## config.mk

```make
export PLATFORM = sky130hd
export DESIGN_NAME = fetch_queue
export DESIGN_NICKNAME = d
export VERILOG_FILES = /design/src/rtl/fetch_queue.sv
export SDC_FILE = /design/constraint.sdc
export NUM_CORES = 1
export LEC_CHECK = 0
export CELL_PAD_IN_SITES_DETAIL_PLACEMENT = 2
export CELL_PAD_IN_SITES_GLOBAL_PLACEMENT = 2
export CORE_AREA = 2 2 201 203
export DETAILED_ROUTE_END_ITERATION = 7
export DIE_AREA = 0 0 203 205
export GPL_TIMING_DRIVEN = 0
export HOLD_SLACK_MARGIN = 0.1
export PLACE_DENSITY_LB_ADDON = 0.1
export REMOVE_ABC_BUFFERS = 1
export SLEW_MARGIN = 5
export SYNTH_ARGS = -nofsm -noshare
export SYNTH_HDL_FRONTEND = slang
export SYNTH_SLANG_ARGS = --single-unit
```

## constraint.sdc

```tcl
create_clock -name clk -period 2.9 [get_ports clk]
set_input_delay 0.58 -clock clk [delete_from_list [all_inputs] [get_ports clk]]
set_output_delay 0.58 -clock clk [all_outputs]
set_load 0.02 [all_outputs]
```

## src/rtl/fetch_queue.sv

```systemverilog
// rtl/fetch_queue.sv - instruction prefetch queue feeding decode, with redirect flush.
// Optional macro FETCH_QUEUE_BYPASS_EN forwards a response straight to decode when the FIFO is empty.
module fetch_queue #(
  parameter int          DEPTH    = 4,
  parameter logic [31:0] RESET_PC = 32'h0000_0000
) (
  input  logic                       clk,
  input  logic                       rst_n,
  output logic                       imem_rden,
  output logic [13:0]                imem_addr,
  input  logic [31:0]                imem_dout,
  input  logic                       redirect,
  input  logic [31:0]                redirect_pc,
  output logic                       id_valid,
  input  logic                       id_ready,
  output logic [31:0]                id_pc,
  output logic [31:0]                id_npc,
  output logic [31:0]                id_instr,
  output logic [$clog2(DEPTH+1)-1:0] q_count
);

  localparam int PW = $clog2(DEPTH);
  localparam int CW = $clog2(DEPTH+1);

  logic [31:0]   fetch_pc;
  logic [31:0]   pending_pc;
  logic          pending;
  logic [PW-1:0] rd_ptr;
  logic [PW-1:0] wr_ptr;
  logic [CW-1:0] count;
  logic [31:0]   pc_mem    [DEPTH];
  logic [31:0]   instr_mem [DEPTH];

  logic          fifo_valid;
  logic          bypass_hit;
  logic          push;
  logic          pop;
  logic [31:0]   head_pc;
  logic [31:0]   head_instr;

  // The outstanding read reserves a slot, so a response always has room.
  assign imem_rden = rst_n & ~redirect & ((int'(count) + int'(pending)) < DEPTH);
  assign imem_addr = fetch_pc[15:2];
  assign q_count   = count;

  always_comb begin
    fifo_valid = (count != '0);
    bypass_hit = 1'b0;
    head_pc    = pc_mem[rd_ptr];
    head_instr = instr_mem[rd_ptr];
`ifdef FETCH_QUEUE_BYPASS_EN
    bypass_hit = pending & ~redirect & ~fifo_valid;
    if (bypass_hit) begin
      head_pc    = pending_pc;
      head_instr = imem_dout;
    end
`endif
    id_valid = fifo_valid | bypass_hit;
    id_pc    = id_valid ? head_pc : 32'h0;
    id_npc   = id_valid ? head_pc + 32'd4 : 32'h0;
    id_instr = id_valid ? head_instr : 32'h0;
    pop      = fifo_valid & id_ready & ~redirect;
    push     = pending & ~redirect & ~(bypass_hit & id_ready);
  end

  always_ff @(posedge clk or negedge rst_n) begin
    if (!rst_n) begin
      fetch_pc   <= RESET_PC;
      pending    <= 1'b0;
      pending_pc <= 32'h0;
      rd_ptr     <= '0;
      wr_ptr     <= '0;
      count      <= '0;
    end else if (redirect) begin
      fetch_pc <= {redirect_pc[31:2], 2'b00};
      pending  <= 1'b0;
      rd_ptr   <= '0;
      wr_ptr   <= '0;
      count    <= '0;
    end else begin
      pending <= imem_rden;
      if (imem_rden) begin
        pending_pc <= fetch_pc;
        fetch_pc   <= fetch_pc + 32'd4;
      end
      if (push) wr_ptr <= wr_ptr + PW'(1);
      if (pop)  rd_ptr <= rd_ptr + PW'(1);
      case ({push, pop})
        2'b10:   count <= count + CW'(1);
        2'b01:   count <= count - CW'(1);
        default: count <= count;
      endcase
    end
  end

  // Storage needs no reset: outputs are gated by the occupancy count.
  always_ff @(posedge clk) begin
    if (push) begin
      pc_mem[wr_ptr]    <= pending_pc;
      instr_mem[wr_ptr] <= imem_dout;
    end
  end

endmodule

```

==> impl_metrics.env, run 1 <==
export IMPL_dr_total_vias=8840
export IMPL_failed_checks="negative setup slack"
export IMPL_reported_leakage_power_nw=6.77
export IMPL_run_status="finished with violations"
export IMPL_antenna_diode_count=0
export IMPL_max_cap_viols=0
export IMPL_fmax_ghz=0.253
export IMPL_floorplan_initialDensity_pct=34.7
export IMPL_power_density_nw_per_um2=1030
export IMPL_timing_critical_path_required_ns=2.32
export IMPL_min_period_ns=3.95
export IMPL_detail_route_vias_per_cell=5.11
export IMPL_finalCritPeriodShare_pct=136
export IMPL_cts_htree_levels=2
export IMPL_syn_avg_cell_area_um2=14.8
export IMPL_antenna_violating_nets_post_route=0
export IMPL_worst_path_max_fanout=8
export IMPL_grt_total_usage_pct=19.5
export IMPL_tritoncts_num_buffers=36
export IMPL_synth_yosys_warnings=0
export IMPL_worst_path_largest_cell_delay_ns=0.63
export IMPL_finalHoldViolations=0
export IMPL_ir_drop_uv=496
export IMPL_layout_drive_gt1_share_pct=34.0
export IMPL_chipHeight_um=205
export IMPL_clkLatencyLatePin_ns=0.52
export IMPL_number_of_antenna_violations_at_the_first_check_in_global_routing=0
export IMPL_yosys_register_bits=316
export IMPL_detail_route_drc_violations=0
export IMPL_slew_limit_fails=0
export IMPL_finalClockSkew_ns=0.0180
export IMPL_grt_max_degree=46
export IMPL_timing_slew_headroom_pct=51.3
export IMPL_clk_path_buf_depth=3
export IMPL_cts_tree="built"
export IMPL_detailedRoute_firstIterationViolations=344
export IMPL_tightest_slew_ns=0.729
export IMPL_final_setup_tns_ns=-22.85
export IMPL_drtPass1Iterations=4
export IMPL_min_delay_path_class="input pin to register"
export IMPL_cell_chain_of_the_critical_path="buf_12, buf_8, mux4_2, nand4_1, or4_4, buf_6, or4_1, a21oi_2, buf_4"
export IMPL_grt_first_pass_wirelength_mm=61.9
export IMPL_die_area_um2=41600
export IMPL_timing_critical_path_buf_inv=4
export IMPL_final_cells=1729
export IMPL_cpMaxStageDelayCell="sky130_fd_sc_hd__or4_4"
export IMPL_cts_root_buf="sky130_fd_sc_hd__clkbuf_16"
export IMPL_grt_overflow=0
export IMPL_placed_cells_incl_taps=1571
export IMPL_die_x_um=203
export IMPL_flow_area_growth_from_synthesis_pct=35.6
export IMPL_final_critical_path_setup_slack_ns=-1.05
export IMPL_rows=73
export IMPL_syn_cell_area_um2=13700
export IMPL_synthFlopType="sky130_fd_sc_hd__edfxtp_1"
export IMPL_grt_setup_unrepaired="yes"
export IMPL_average_routed_wire_per_standard_cell_um=23.3
export IMPL_dp_hpwl_mm=23.7
export IMPL_synth_async_reset_ratio_pct=21.5
export IMPL_timing_critical_path_from_type="register"
export IMPL_synth_cell_type_count=50
export IMPL_setup_viol=64
export IMPL_design_final_nets=1251
export IMPL_critical_path_top_delay_family="simple AND/OR/NAND/NOR gates"
export IMPL_coreArea_um2=39400
export IMPL_number_of_flops_mapped_to_enable_cells_by_yosys=248
export IMPL_syn_instance_count=924
export IMPL_boundaryPins=183
export IMPL_sequential_cell_area_fraction_in_the_yosys_report_pct=67.0
export IMPL_clk_transition_reported_paths_ns=0.06
export IMPL_detail_route_wirelength_mm=40.2
export IMPL_worst_setup_path_end_kind="primary output"
export IMPL_port_buffer_count=176
export IMPL_critical_path_arrival_ns=3.37
export IMPL_clock_sink_count=316
export IMPL_first_global_vias=9930
export IMPL_place_congestion=0.696
export IMPL_crit_type="register to primary output"
## cell usage in the layout, fill, tap and decap left out, types with 6 or more instances in the layout
cell / n
sky130_fd_sc_hd__a21oi_1: 10
sky130_fd_sc_hd__a21oi_2: 8
sky130_fd_sc_hd__and2_1: 33
sky130_fd_sc_hd__and2_4: 36
sky130_fd_sc_hd__and3_1: 7
sky130_fd_sc_hd__buf_12: 11
sky130_fd_sc_hd__buf_16: 8
sky130_fd_sc_hd__buf_2: 20
sky130_fd_sc_hd__buf_4: 64
sky130_fd_sc_hd__buf_6: 74
sky130_fd_sc_hd__buf_8: 7
sky130_fd_sc_hd__bufinv_16: 7
sky130_fd_sc_hd__clkbuf_1: 9
sky130_fd_sc_hd__clkbuf_16: 38
sky130_fd_sc_hd__clkdlybuf4s50_1: 80
sky130_fd_sc_hd__dfrtp_1: 63
sky130_fd_sc_hd__edfxtp_1: 248
sky130_fd_sc_hd__inv_1: 6
sky130_fd_sc_hd__mux4_2: 62
sky130_fd_sc_hd__nand2_1: 125
sky130_fd_sc_hd__nand3_1: 26
sky130_fd_sc_hd__nand3_2: 6
sky130_fd_sc_hd__nand4_1: 15
sky130_fd_sc_hd__nor2_1: 30
sky130_fd_sc_hd__o211ai_1: 6
sky130_fd_sc_hd__o21ai_0: 32
sky130_fd_sc_hd__o311ai_0: 9
sky130_fd_sc_hd__or3_1: 6
sky130_fd_sc_hd__xnor2_1: 6
sky130_fd_sc_hd__xor2_1: 9
## cells by family after synthesis
kind of cell	synth area share (%)
buffers and inverters	3.11
DFF	67.0
muxes	11.0
and+or+nand+nor	12.4
adders and majority gates	0.697
xor gates and xnor gates	1.03
other	0.0275
AOI/OAI and AO/OA	4.70
## power breakdown
group	switching, W	internal (W)	total [W]
clock	0.00182	0.00305	0.00487
combinational	0.00431	0.00391	0.00822
sequential	0.000479	0.00547	0.00595
## final timing paths
check	cells after the start	start	endpoint	slack [ns]
setup / recovery	9	rd_ptr[0]$_DFFE_PN0P_	id_npc[29]	-1.05
hold / removal	3	redirect	fetch_pc[23]$_DFFE_PN0P_	0.48
hold reg to reg	2	fetch_pc[18]$_DFFE_PN0P_	pending_pc[18]$_DFFE_PN0P_	0.51
max in group asynchronous	3	rst_n	rd_ptr[0]$_DFFE_PN0P_	1.86
setup reg to reg	10	q_count[2]$_DFFE_PN0P_	q_count[2]$_DFFE_PN0P_	0.17
min in group asynchronous	3	rst_n	pending_pc[14]$_DFFE_PN0P_	0.74
## per-stage QoR
step	setup slack [ns]	hold slack [ns]	cell area [um^2]	utilization [%]	power, W
after global placement	-7.85	0.491	15700	39.9	0.00972
final	-1.05	0.483	18500	47.0	0.0190
after floorplan	-2.43	0.284	13300	-	0.00930
after global routing	-1.16	0.504	18500	47.0	0.0199
after CTS	-0.992	0.472	18000	45.7	0.0185
after detailed placement	-1.80	0.513	16000	40.6	0.0126
## cell usage after synthesis (5+ instances only)
library cell | instances | area (um^2)
sky130_fd_sc_hd__o21ai_0 | 34 | 170
sky130_fd_sc_hd__a221o_1 | 5 | 50.1
sky130_fd_sc_hd__edfxtp_1 | 248 | 7450
sky130_fd_sc_hd__o211ai_1 | 6 | 45.0
sky130_fd_sc_hd__nand4_1 | 15 | 93.8
sky130_fd_sc_hd__dfrtp_1 | 68 | 1700
sky130_fd_sc_hd__nand3_1 | 31 | 155
sky130_fd_sc_hd__a22oi_1 | 5 | 37.5
sky130_fd_sc_hd__a21oi_1 | 23 | 115
sky130_fd_sc_hd__o311ai_0 | 9 | 78.8
sky130_fd_sc_hd__and2_1 | 69 | 432
sky130_fd_sc_hd__inv_1 | 10 | 37.5
sky130_fd_sc_hd__or3_1 | 11 | 68.8
sky130_fd_sc_hd__buf_4 | 22 | 165
sky130_fd_sc_hd__mux4_1 | 16 | 420
sky130_fd_sc_hd__nor2_1 | 35 | 131
sky130_fd_sc_hd__xnor2_1 | 7 | 61.3
sky130_fd_sc_hd__and3_1 | 8 | 50.1
sky130_fd_sc_hd__and4_1 | 8 | 70.1
sky130_fd_sc_hd__mux4_2 | 46 | 1040
sky130_fd_sc_hd__clkbuf_1 | 29 | 109
sky130_fd_sc_hd__ha_1 | 6 | 75.1
sky130_fd_sc_hd__nor3_1 | 8 | 40.0
sky130_fd_sc_hd__o31ai_1 | 5 | 37.5
sky130_fd_sc_hd__buf_1 | 9 | 33.8
sky130_fd_sc_hd__xor2_1 | 9 | 78.8
sky130_fd_sc_hd__nand2_1 | 131 | 492
sky130_fd_sc_hd__or4_1 | 9 | 67.6
## area by class of cell
class                      count  area [um^2]
clock buffer                  48          998
clock inverter                18          270
fill                        3737        20900
inverter                      10         60.1
multi-input combinational    534         4460
sequential                   316         9160
tap                          525          657
timing repair buffer         278         2910
## state kept, by name, indices dropped and copies added, names as in the netlist
signal      cells
fetch_pc       30
instr_mem     128
pc_mem        120
pending         1
pending_pc     30
q_count         3
rd_ptr          2
wr_ptr          2
## routing by layer
| metal | global-route usage, % | up-vias | routed length [um] |
|---|---|---|---|
| met4 | 4.64 | 0 | 737 |
| met1 | 25.8 | 4606 | 17500 |
| met3 | 2.80 | 49 | 1630 |
| met2 | 34.1 | 185 | 20300 |
| li1 | - | 4000 | - |
| met5 | 0 | - | 0 |
## worst min-delay path: cells and delay by family
kind	cells	cell delay, ns
AOI/OAI and AO/OA	1	0.08
and+or+nand+nor	1	0.10
buffers and inverters	1	0.18
## what timing repair did
item / in CTS / in global routing
setup buffers: 65 / 27
resized for setup: 514 / 151
pin swaps: 27 / 29
hold buffers: 2 / 1
setup endpoints to repair: 123 / 92
endpoints found under the hold margin: 26 / 68
cloned: 5 / 0
No activity file was read; power rests on OpenSTA's default activity.
==> run 2, diff against run 1 <==
--- a/config.mk
+++ b/config.mk
@@ -5,6 +5,7 @@
 export SDC_FILE = /design/constraint.sdc
 export NUM_CORES = 1
 export LEC_CHECK = 0
+export ABC_CLOCK_PERIOD_IN_PS = 2900
 export CELL_PAD_IN_SITES_DETAIL_PLACEMENT = 2
 export CELL_PAD_IN_SITES_GLOBAL_PLACEMENT = 2
 export CORE_AREA = 2 2 201 203
@@ -12,6 +13,7 @@
 export DIE_AREA = 0 0 203 205
 export GPL_TIMING_DRIVEN = 0
 export HOLD_SLACK_MARGIN = 0.1
+export MAX_ROUTING_LAYER = met4
 export PLACE_DENSITY_LB_ADDON = 0.1
 export REMOVE_ABC_BUFFERS = 1
 export SLEW_MARGIN = 5
==> impl_metrics.env, run 2 (synthesis gave the netlist of run 1 again) <==
export IMPL_place_congestion=0.703
export IMPL_reg2regPathDepth=10
export IMPL_min_delay_path_class="input pin to register"
export IMPL_timing_critical_path_buf_inv=6
export IMPL_design_final_nets=1256
export IMPL_worst_setup_path_end_kind="primary output"
export IMPL_cpMaxStageDelayCell="sky130_fd_sc_hd__dfrtp_4"
export IMPL_detail_route_wirelength_mm=40.7
export IMPL_setup_viol=61
export IMPL_grt_setup_unrepaired="yes"
export IMPL_first_global_vias=9933
export IMPL_crit_type="register to primary output"
export IMPL_final_critical_path_setup_slack_ns=-1.11
export IMPL_grt_max_degree=46
export IMPL_flow_area_growth_from_synthesis_pct=35.7
export IMPL_tightest_slew_ns=0.730
export IMPL_fmax_ghz=0.250
export IMPL_grt_total_usage_pct=20.1
export IMPL_worst_path_largest_cell_delay_ns=0.52
export IMPL_detail_route_vias_per_cell=5.08
export IMPL_run_status="finished with violations"
export IMPL_endpoint_of_the_most_critical_register_to_register_path="q_count[2]$_DFFE_PN0P_"
export IMPL_failed_checks="negative setup slack"
export IMPL_most_common_layout_cells="sky130_fd_sc_hd__edfxtp_1, sky130_fd_sc_hd__nand2_1, sky130_fd_sc_hd__clkdlybuf4s50_1"
export IMPL_power_share_clock_pct=25.7
export IMPL_largest_register_ffs=128
export IMPL_detailedRoute_firstIterationViolations=343
export IMPL_reported_leakage_power_nw=6.77
export IMPL_crit_start="rd_ptr[0]$_DFFE_PN0P_"
export IMPL_critical_path_arrival_ns=3.43
export IMPL_timing_critical_path_required_ns=2.32
export IMPL_power_density_nw_per_um2=1020
export IMPL_finalClockSkew_ns=0.0165
export IMPL_port_buffer_count=176
export IMPL_cts_tree="built"
export IMPL_antenna_violating_nets_post_route=0
export IMPL_drtPass1Iterations=5
export IMPL_slew_limit_fails=0
export IMPL_largest_register="instr_mem"
export IMPL_clk_path_buf_depth=3
export IMPL_min_period_ns=4.01
export IMPL_setup_worst_path_end="id_npc[28]"
export IMPL_rows=73
export IMPL_die_x_um=203
export IMPL_chipHeight_um=205
export IMPL_min_from="redirect"
export IMPL_finalCritPeriodShare_pct=138
export IMPL_dr_total_vias=8815
export IMPL_tritoncts_num_buffers=36
export IMPL_share_seq_of_total_power_pct=31.5
export IMPL_critical_path_depth=11
export IMPL_rr_startpoint="q_count[2]$_DFFE_PN0P_"
export IMPL_timing_critical_path_from_type="register"
export IMPL_power_combinational_fraction_pct=42.8
export IMPL_worst_path_max_fanout=8
export IMPL_max_cap_viols=0
export IMPL_dp_hpwl_mm=23.7
export IMPL_detail_route_drc_violations=0
export IMPL_finalHoldViolations=0
export IMPL_finish_utilization_pct=47.1
export IMPL_average_routed_wire_per_standard_cell_um=23.5
export IMPL_clkLatencyLatePin_ns=0.52
export IMPL_clock_sink_count=316
export IMPL_grt_first_pass_wirelength_mm=61.9
export IMPL_boundaryPins=183
export IMPL_largest_registers="instr_mem: 128 flops, pc_mem: 120 flops"
export IMPL_critical_path_top_delay_family="simple AND/OR/NAND/NOR gates"
export IMPL_coreArea_um2=39400
export IMPL_layout_cells_most_common="sky130_fd_sc_hd__edfxtp_1"
export IMPL_internal_power_w=0.0123
export IMPL_floorplan_initialDensity_pct=34.7
export IMPL_die_area_um2=41600
export IMPL_timing_slew_headroom_pct=51.3
export IMPL_final_design_area_no_fill_um2=18500
export IMPL_cts_htree_levels=2
export IMPL_ff2ff_setup_slack_ns=0.19
export IMPL_layout_drive_gt1_share_pct=34.2
export IMPL_number_of_antenna_violations_at_the_first_check_in_global_routing=0
export IMPL_ir_drop_uv=553
export IMPL_cell_chain_of_the_critical_path="buf_12, buf_8, buf_4, mux4_2, buf_6, and4_4, nand4_1, buf_12, or4_4, a21oi_4, buf_6"
export IMPL_power_net_switching_w=0.00660
export IMPL_cts_root_buf="sky130_fd_sc_hd__clkbuf_16"
export IMPL_placement_cell_area_um2=16000
export IMPL_antenna_diode_count=0
export IMPL_clk_transition_reported_paths_ns=0.06
export IMPL_switch_share_pct=34.8
export IMPL_grt_overflow=0
==> run 2: area by class of cell <==
cell class,count,area [um^2]
Tap cell,525,657
Timing Repair Buffer,283,2900
Clock buffer,48,998
Sequential cell,316,9160
Inverter,10,57.6
Multi-Input combinational cell,534,4480
Fill cell,3732,20800
Clock inverter,18,270
==> run 2: stage by stage <==
| step | power (W) | hold WS, ns | setup TNS [ns] | worst slack [ns] | instances |
|---|---|---|---|---|---|
| global route | 0.0199 | 0.504 | -30.55 | -1.20 | 1734 |
| CTS | 0.0185 | 0.472 | -19.84 | -0.992 | 1709 |
| finish | 0.0189 | 0.484 | -25.02 | -1.11 | 1734 |
| detailed placement | 0.0126 | 0.513 | -97.31 | -1.80 | 1571 |
| floorplan | 0.00930 | 0.284 | -195.09 | -2.43 | 858 |
| global placement | 0.00972 | 0.491 | -1746.55 | -7.85 | 1559 |
==> run 2: worst min-delay path by stage <==
stage	to	slack, ns	cells past startpoint
floorplan	fetch_pc[10]$_DFFE_PN0P_	0.28	0
global placement	pc_mem[1][7]$_DFFE_PP_	0.49	0
detailed placement	pc_mem[3][26]$_DFFE_PP_	0.51	0
CTS	fetch_pc[23]$_DFFE_PN0P_	0.47	3
global route	fetch_pc[26]$_DFFE_PN0P_	0.50	3
finish	fetch_pc[26]$_DFFE_PN0P_	0.48	3
==> run 2: per-layer routing <==
| metal | global-route usage (%) | wire length [um] | vias up |
|---|---|---|---|
| met3 | 2.75 | 1560 | 52 |
| li1 | - | - | 4014 |
| met2 | 34.1 | 20800 | 202 |
| met4 | 4.64 | 669 | 0 |
| met1 | 25.8 | 17700 | 4547 |
| met5 | - | 0 | - |
==> run 2: power groups by stage <==
stage / logic (W) / clock network (W) / registers, W
5_1_grt: 0.00868 / 0.00514 / 0.00603
3_5_place_dp: 0.00642 / 0 / 0.00615
2_1_floorplan: 0.00323 / 0 / 0.00606
6_report: 0.00811 / 0.00486 / 0.00596
4_1_cts: 0.00755 / 0.00498 / 0.00596
3_3_place_gp: 0.00379 / 0 / 0.00593
==> run 2: repair_timing <==
item,CTS,global route
endpoints found under the hold margin,26,68
setup buffers,65,26
hold buffers,2,1
pin swaps,27,29
setup endpoints to repair,123,92
gates cloned,5,1
gates resized for setup,514,134
==> run 2: worst min-delay path, delay by kind of cell <==
kind,cells,cell delay (ns)
buffers and inverters,1,0.18
AND/OR/NAND/NOR,2,0.17
